`src/rtl/pc_return_stack_if.sv`:
```
// Bus bundle between the fetch-path controller and the return-address stack.
// The controller drives in/push/pop and observes top-of-stack and status.
interface pc_return_stack_if #(
   parameter int WIDTH = 16,
   parameter int PTR_W = 3
);
   logic [WIDTH-1:0] in;
   logic             push;
   logic             pop;
   logic [WIDTH-1:0] out;
   logic [PTR_W:0]   count;
   logic             empty;
   logic             full;
   logic             overflow;
   logic             underflow;

   modport master (
      output in, push, pop,
      input  out, count, empty, full, overflow, underflow
   );

   modport slave (
      input  in, push, pop,
      output out, count, empty, full, overflow, underflow
   );
endinterface

```
`src/rtl/pc_return_stack.sv`:
```
// Return-address stack (LIFO) beside the PC; top-of-stack feeds the PC load path.
// Optional feature: define RAS_WRAP_EN to let a push to a full stack overwrite the oldest entry.
module pc_return_stack #(
   parameter int WIDTH = 16,
   parameter int DEPTH = 8,
   parameter int PTR_W = 3
) (
   input  logic clock,
   input  logic reset,
   pc_return_stack_if.slave bus
);
   localparam logic [PTR_W:0]   FULL_CNT = (PTR_W+1)'(DEPTH);
   localparam logic [PTR_W:0]   CNT_ONE  = (PTR_W+1)'(1);
   localparam logic [PTR_W-1:0] PTR_ONE  = PTR_W'(1);

   logic [WIDTH-1:0] mem [DEPTH];
   logic [PTR_W:0]   count;
   logic [PTR_W-1:0] top;
   logic [PTR_W-1:0] top_prev;
   logic             ovf;
   logic             unf;
   logic             is_empty;
   logic             is_full;

   logic             wr_en;
   logic [PTR_W-1:0] wr_addr;
   logic             advance;
   logic             retreat;

   // top points at the next free slot; the live top entry sits one below it
   assign top_prev = top - PTR_ONE;
   assign is_empty = (count == '0);
   assign is_full  = (count == FULL_CNT);

   always_comb begin
      wr_en   = 1'b0;
      wr_addr = top;
      advance = 1'b0;
      retreat = 1'b0;
      if (bus.push && (!bus.pop || is_empty)) begin
         if (!is_full) begin
            wr_en   = 1'b1;
            advance = 1'b1;
         end
`ifdef RAS_WRAP_EN
         else begin
            // when full, top aliases the oldest slot, so this overwrites it
            wr_en   = 1'b1;
            advance = 1'b1;
         end
`endif
      end else if (bus.push && bus.pop) begin
         wr_en   = 1'b1;
         wr_addr = top_prev;
      end else if (bus.pop && !is_empty) begin
         retreat = 1'b1;
      end
   end

   always_ff @(posedge clock) begin
      if (reset) begin
         count <= '0;
         top   <= '0;
         ovf   <= 1'b0;
         unf   <= 1'b0;
      end else begin
         if (advance) begin
            top <= top + PTR_ONE;
            if (!is_full)
               count <= count + CNT_ONE;
         end else if (retreat) begin
            top   <= top_prev;
            count <= count - CNT_ONE;
         end
         if (bus.push && !bus.pop && is_full)
            ovf <= 1'b1;
         if (bus.pop && !bus.push && is_empty)
            unf <= 1'b1;
      end
   end

   // storage is deliberately left uncleared by reset
   always_ff @(posedge clock) begin
      if (wr_en && !reset)
         mem[wr_addr] <= bus.in;
   end

   assign bus.out       = is_empty ? '0 : mem[top_prev];
   assign bus.count     = count;
   assign bus.empty     = is_empty;
   assign bus.full      = is_full;
   assign bus.overflow  = ovf;
   assign bus.underflow = unf;
endmodule

```
`src/flat_wrapper.sv`:
```
// flat-port wrapper written by rule: the top's interface ports become plain ports
module pc_return_stack_flat 
#(
   parameter int WIDTH = 16,
   parameter int DEPTH = 8,
   parameter int PTR_W = 3
)
  (clock, reset, bus_in, bus_push, bus_pop, bus_out, bus_count, bus_empty, bus_full, bus_overflow, bus_underflow);
  pc_return_stack_if #(.WIDTH(WIDTH), .PTR_W(PTR_W)) bus_i ();
  input  logic clock;
  input  logic reset;
  input wire logic [$bits(bus_i.in)-1:0] bus_in;
  input wire logic [$bits(bus_i.push)-1:0] bus_push;
  input wire logic [$bits(bus_i.pop)-1:0] bus_pop;
  output wire logic [$bits(bus_i.out)-1:0] bus_out;
  output wire logic [$bits(bus_i.count)-1:0] bus_count;
  output wire logic [$bits(bus_i.empty)-1:0] bus_empty;
  output wire logic [$bits(bus_i.full)-1:0] bus_full;
  output wire logic [$bits(bus_i.overflow)-1:0] bus_overflow;
  output wire logic [$bits(bus_i.underflow)-1:0] bus_underflow;
  assign bus_i.in = bus_in;
  assign bus_i.push = bus_push;
  assign bus_i.pop = bus_pop;
  assign bus_out = bus_i.out;
  assign bus_count = bus_i.count;
  assign bus_empty = bus_i.empty;
  assign bus_full = bus_i.full;
  assign bus_overflow = bus_i.overflow;
  assign bus_underflow = bus_i.underflow;
  pc_return_stack #(.WIDTH(WIDTH), .DEPTH(DEPTH), .PTR_W(PTR_W)) u_core (.clock(clock), .reset(reset), .bus(bus_i));
endmodule
```
`config.mk`:
```
export PLATFORM = sky130hd
export DESIGN_NAME = pc_return_stack_flat
export DESIGN_NICKNAME = d
export VERILOG_FILES = /design/src/rtl/pc_return_stack_if.sv /design/src/rtl/pc_return_stack.sv /design/src/flat_wrapper.sv
export SDC_FILE = /design/constraint.sdc
export NUM_CORES = 1
export LEC_CHECK = 0
export ABC_AREA = 0
export BUFFER_PORTS_ARGS = -buffer_cell sky130_fd_sc_hd__buf_2
export CAP_MARGIN = 20
export CORE_MARGIN = 2
export CORE_UTILIZATION = 45
export CTS_CLUSTER_SIZE = 10
export DETAILED_ROUTE_END_ITERATION = 8
export PLACE_DENSITY = 0.67
export SETUP_SLACK_MARGIN = 0.4
export SYNTH_ARGS = -nofsm -noshare
export SYNTH_HDL_FRONTEND = slang
export SYNTH_SLANG_ARGS = --single-unit
```
`constraint.sdc`:
```
create_clock -name clock -period 9.04 [get_ports clock]
set_input_delay 0.904 -clock clock [delete_from_list [all_inputs] [get_ports clock]]
set_output_delay 0.904 -clock clock [all_outputs]
set_load 0.02 [all_outputs]
```
## Word-level counts from Yosys, hierarchy flattened

Memory sizes are Yosys's and may differ from the RTL's.
Cells that the tools add are included.

- Flip-flop bits (word level): 9
- Logic and storage cells: 44
- Memory bits (writable): 128
- Input bits: 20
- Output and inout bits: 24
- Memories kept: 1

Memories:

| memory | depth | bits a word | read ports | clocked after memory_dff | write ports | line | RTL |
|---|---|---|---|---|---|---|---|
| u_core.mem | 8 | 16 | 1 | 0 | 1 | pc_return_stack.sv:16 | `logic [WIDTH-1:0] mem [DEPTH];` |

- Muxes and demuxes: 17
- Reductions and logical operators: 16
- $add $sub $neg: 4
- Equality and inequality tests: 2

Operators with widths:

| kind | count |
|---|---|
| $mux 16 | 1 |
| $mux 3 | 4 |
| $mux 4 | 3 |
| $mux 1 | 9 |
| $logic_and 1x1->1 | 8 |
| $add 4x1->4 const B | 1 |
| $eq 4x4->1 const B | 1 |
| $logic_not 1->1 | 4 |
| $logic_not 4->1 | 1 |
| $sub 4x1->4 const B | 1 |
| $add 3x1->3 const B | 1 |
| $sub 3x1->3 const B | 1 |
| $ne 2x2->1 const B | 1 |
| $reduce_and 2->1 | 1 |
| $reduce_bool 2->1 | 1 |
| $logic_or 1x1->1 | 1 |

## Depth between registers and ports, before layout

- Depth after elaboration: 8
- Gate-level depth with buffers: 10
- Gate-level depth less buffers: 8

## Least setup slack after synthesis

No wires, ideal clock.

- Kind: register -> output
- Start point: reg u_core.top[0]
- End point: out bus_out[10]
- Required time: 8136 ps
- Setup slack: 5748 ps
- Cell stages (with the launch flop): 10
- Data arrival time: 2388 ps
- Path buffers: 4
- Cells stage by stage: dfxtp_1 -> buf_2 -> buf_2 -> inv_1 -> ha_1 -> clkbuf_1 -> xnor2_1 -> clkbuf_1 -> nand2_1 -> a21oi_1

- Longest elaborated chain between the ends: 3

Ends and longest elaborated chain:

| item | line | RTL |
|---|---|---|
| from (decl) | pc_return_stack.sv:18 | `logic [PTR_W-1:0] top;` |
| from (signal assigned) | pc_return_stack.sv:68 | `top <= top + PTR_ONE;` |
| from (signal assigned) | pc_return_stack.sv:72 | `top <= top_prev;` |
| $sub 3x1->3 | pc_return_stack.sv:31 | `assign top_prev = top - PTR_ONE;` |
| $mem_v2 8x16 | n/a |  |
| $mux 16 | pc_return_stack.sv:88 | `assign bus.out = is_empty ? '0 : mem[top_prev];` |
| to (decl) | flat_wrapper.sv:15 | `output wire logic [$bits(bus_i.out)-1:0] bus_out;` |

Every way passes these cells.

## Final worst setup path

- Start point: reg u_core.top[1]
- End point: out bus_out[14]

Same word-level chain as after synthesis.

==> key figures <==
STA
  – Crit share post-route: 40.82%
  – Fmax: 271.0 MHz
  – Worst slew pin tran: ~830 ps
  – RSZ-0062 raised after global routing: no
  – Slew Limit Fails: 0
  – Setup violations, final: 0
  – Worst slew margin: between 40% and 50%
  – Final hold vios: 0
  – Setup TNS: 0 ps
  – Setup ws final: roughly 5300 ps
  – Final min period: around 3700 ps
  – Worst Hold Slack: 454.8 ps
  – Final Skew: about 7.2 ps

Drt
  – Via count: ~3100
  – DRC viols: 0
  – Routed wire per std cell: 19.81 um
  – Iter 0 DRT Violations: about 240
  – WL final: between 10000 and 15000 um
  – Antenna-violating nets left: 0
  – TritonRoute pass-1 iters: 5
  – Avg Vias per Cell: between 5 and 6

GRT
  – Number of global-route vias before repair: between 3000 and 4000
  – GRT Util Overall: 18.06%
  – GRT overflow: 0
  – First-pass GRT wire length: approximately 17000 um
  – Largest net degree at the start of global routing: 41
  – Initial antenna violation count: 0

Worst setup path
  – Worst reg2reg setup slack: about 5900 ps
  – CP Capture Type: primary output
  – Critical Path Source: u_core.top[1]
  – Nature of the critical path startpoint: register
  – FF-to-FF path depth: 6
  – Setup crit end: bus_out[14]
  – R2R Path End: u_core.mem[5][15]
  – Critical path arrival: 2790 ps
  – Critical Path RT: ~8000 ps
  – Crit path kind: reg -> out
  – CP Max Fanout: 9
  – Reg2reg start: u_core.bus.count[0]

Clock network
  – Clk sink count: around 140
  – Post-CTS setup buffers: 0
  – Clock root buffer: clkbuf_16
  – Clk slew on worst S/H paths: roughly 60 ps
  – Hold_buf cts: 0
  – TritonCTS clock tree: yes
  – Total CTS buffers: 17
  – CTS HTree Levels: 4
  – Clk Latency, worst-skew pair: around 420 ps
  – Post-cts resize count: 0
  – Clock tree buffer depth: 2

Finish
  – # diodes: 0
  – Synth-to-layout area growth: 18.73%
  – Final core utilization: 55.13%
  – Fin cells: around 560
  – Nets: approximately 410
  – Share of cells above drive strength 1: between 30% and 40%
  – Final instance area: between 0.006 and 0.007 mm2

Floorplan
  – Die area: about 0.013 mm2
  – Die X: between 100 and 150 um
  – Height of the die: 115.8 um
  – Initial core utilization: 46.44%
  – Ports: 44
  – Row Count: 40
  – Total core area: around 0.012 mm2

Logic synthesis
  – Synth area leaders: edfxtp_1 (68%), mux4_2 (13%), dfxtp_1 (3.2%)
  – Register area share after synthesis: 71.55%
  – Post-Syn Instances: 328
  – Area leader, netlist: edfxtp_1
  – Netlist cell types: 40
  – Ys flop type: edfxtp_1
  – Syn Nets: 352
  – Ys Warns: 0
  – Mapped cell area: ~0.0056 mm2
  – Yosys top cell area share: approximately two thirds
  – Post-synth top cells: edfxtp_1 (128), nand2_1 (34), mux4_2 (32), a21oi_1 (22), nor2_1 (13)
  – Number of flops mapped to enable cells by yosys: roughly 130
  – Most frequent cell after synthesis: edfxtp_1
  – Ys async rst share: 0%
  – Mapped Avg Cell Area: about 17 um2
  – Yosys reg bits: roughly 140

Hold path
  – Hold Crit Depth: 1
  – HP Class: reg -> reg

Place
  – PortBufs: 43
  – DP Area: ~0.0061 mm2
  – DP Wirelength: around 6500 um
  – Routability cong.: approximately 0.8
  – Post-Place Worst Slack: 5760 ps
  – Inst Count DP: between 500 and 600

Power
  – Leakage power: 2.272 nW
  – Pwr/cell area: roughly 350 mW/mm2
  – IR Drop Worst-Case VDD: between 200 and 250 uV
  – Total power draw: 2.321 mW

Run status
  – Status: finished, final reports clean

Flow run
  – Max-Cap Viols: 0
-- worst min path at each step --
stage,start,slack [ps],to
after floorplan,u_core.bus.underflow,570,u_core.bus.underflow
after global placement,u_core.bus.overflow,450,u_core.bus.overflow
after detailed placement,u_core.bus.overflow,450,u_core.bus.overflow
after CTS,u_core.bus.overflow,460,u_core.bus.overflow
after global routing,u_core.bus.overflow,490,u_core.bus.overflow
final,u_core.bus.overflow,450,u_core.bus.overflow
-- sequential cells by signal, indices dropped and copies added, names as in the netlist --
signal	cells
u_core.bus.underflow	1
u_core.bus.count	4
u_core.bus.overflow	1
u_core.top	3
u_core.mem	128
-- per-layer routing --
| metal | GRT usage [%] | up-vias | share of wire (%) |
|---|---|---|---|
| li1 | - | 1422 | - |
| met1 | 25.99 | 1587 | 42 |
| met2 | 27.21 | 112 | 50 |
| met3 | 4.864 | 6 | 7.0 |
| met4 | 5.873 | 0 | 0.81 |
| met5 | 0 | - | 0 |
-- layout by cell type, fill, tap and decap left out, types with 8 or more instances in the layout --
cell / Yosys / final
a21oi_1: 22 / 20
buf_2: 6 / 43
buf_4: 0 / 12
clkbuf_16: 0 / 17
dfxtp_1: 9 / 8
edfxtp_1: 128 / 128
mux4_2: 32 / 32
nand2_1: 34 / 34
nor2_1: 13 / 13
-- critical path: stages, from the launching register on --
cell and delay (ps):
dfxtp_1 340, inv_1 160, ha_1 370, xor2_1 690, buf_4 320, nand2_1 70
a21oi_1 200, buf_2 200
-- cell families after synthesis --
kind of cell             Yosys count  synth area share [%]
XOR/XNOR                           3                0.4673
buffers and inverters             27                 2.202
AO/OA/AOI/OAI                     51                 5.918
adder cells (fa/ha/maj)            4                0.8899
multiplexers                      33                 13.01
flip-flops                       137                 71.55
AND/OR/NAND/NOR                   73                 5.962
-- report_power, final --
group          switching [mW]  internal (mW)  leakage [nW]  total [mW]
logic                   0.511          0.301         0.750       0.812
registers              0.0303          0.755          1.23       0.785
clock network           0.262          0.462         0.292       0.724
total                   0.803           1.52          2.27        2.32
-- area by class of cell --
class | count | area [um2]
multi-input cells | 164 | 1484
flip-flops and latches | 137 | 4025
well taps | 168 | 210.2
clock buffers | 17 | 425.4
clock inverters | 15 | 197.7
inverters | 8 | 30.03
fillers | 980 | 5434
repair buffers | 55 | 305.3
No activity file was read; power rests on OpenSTA's default activity.
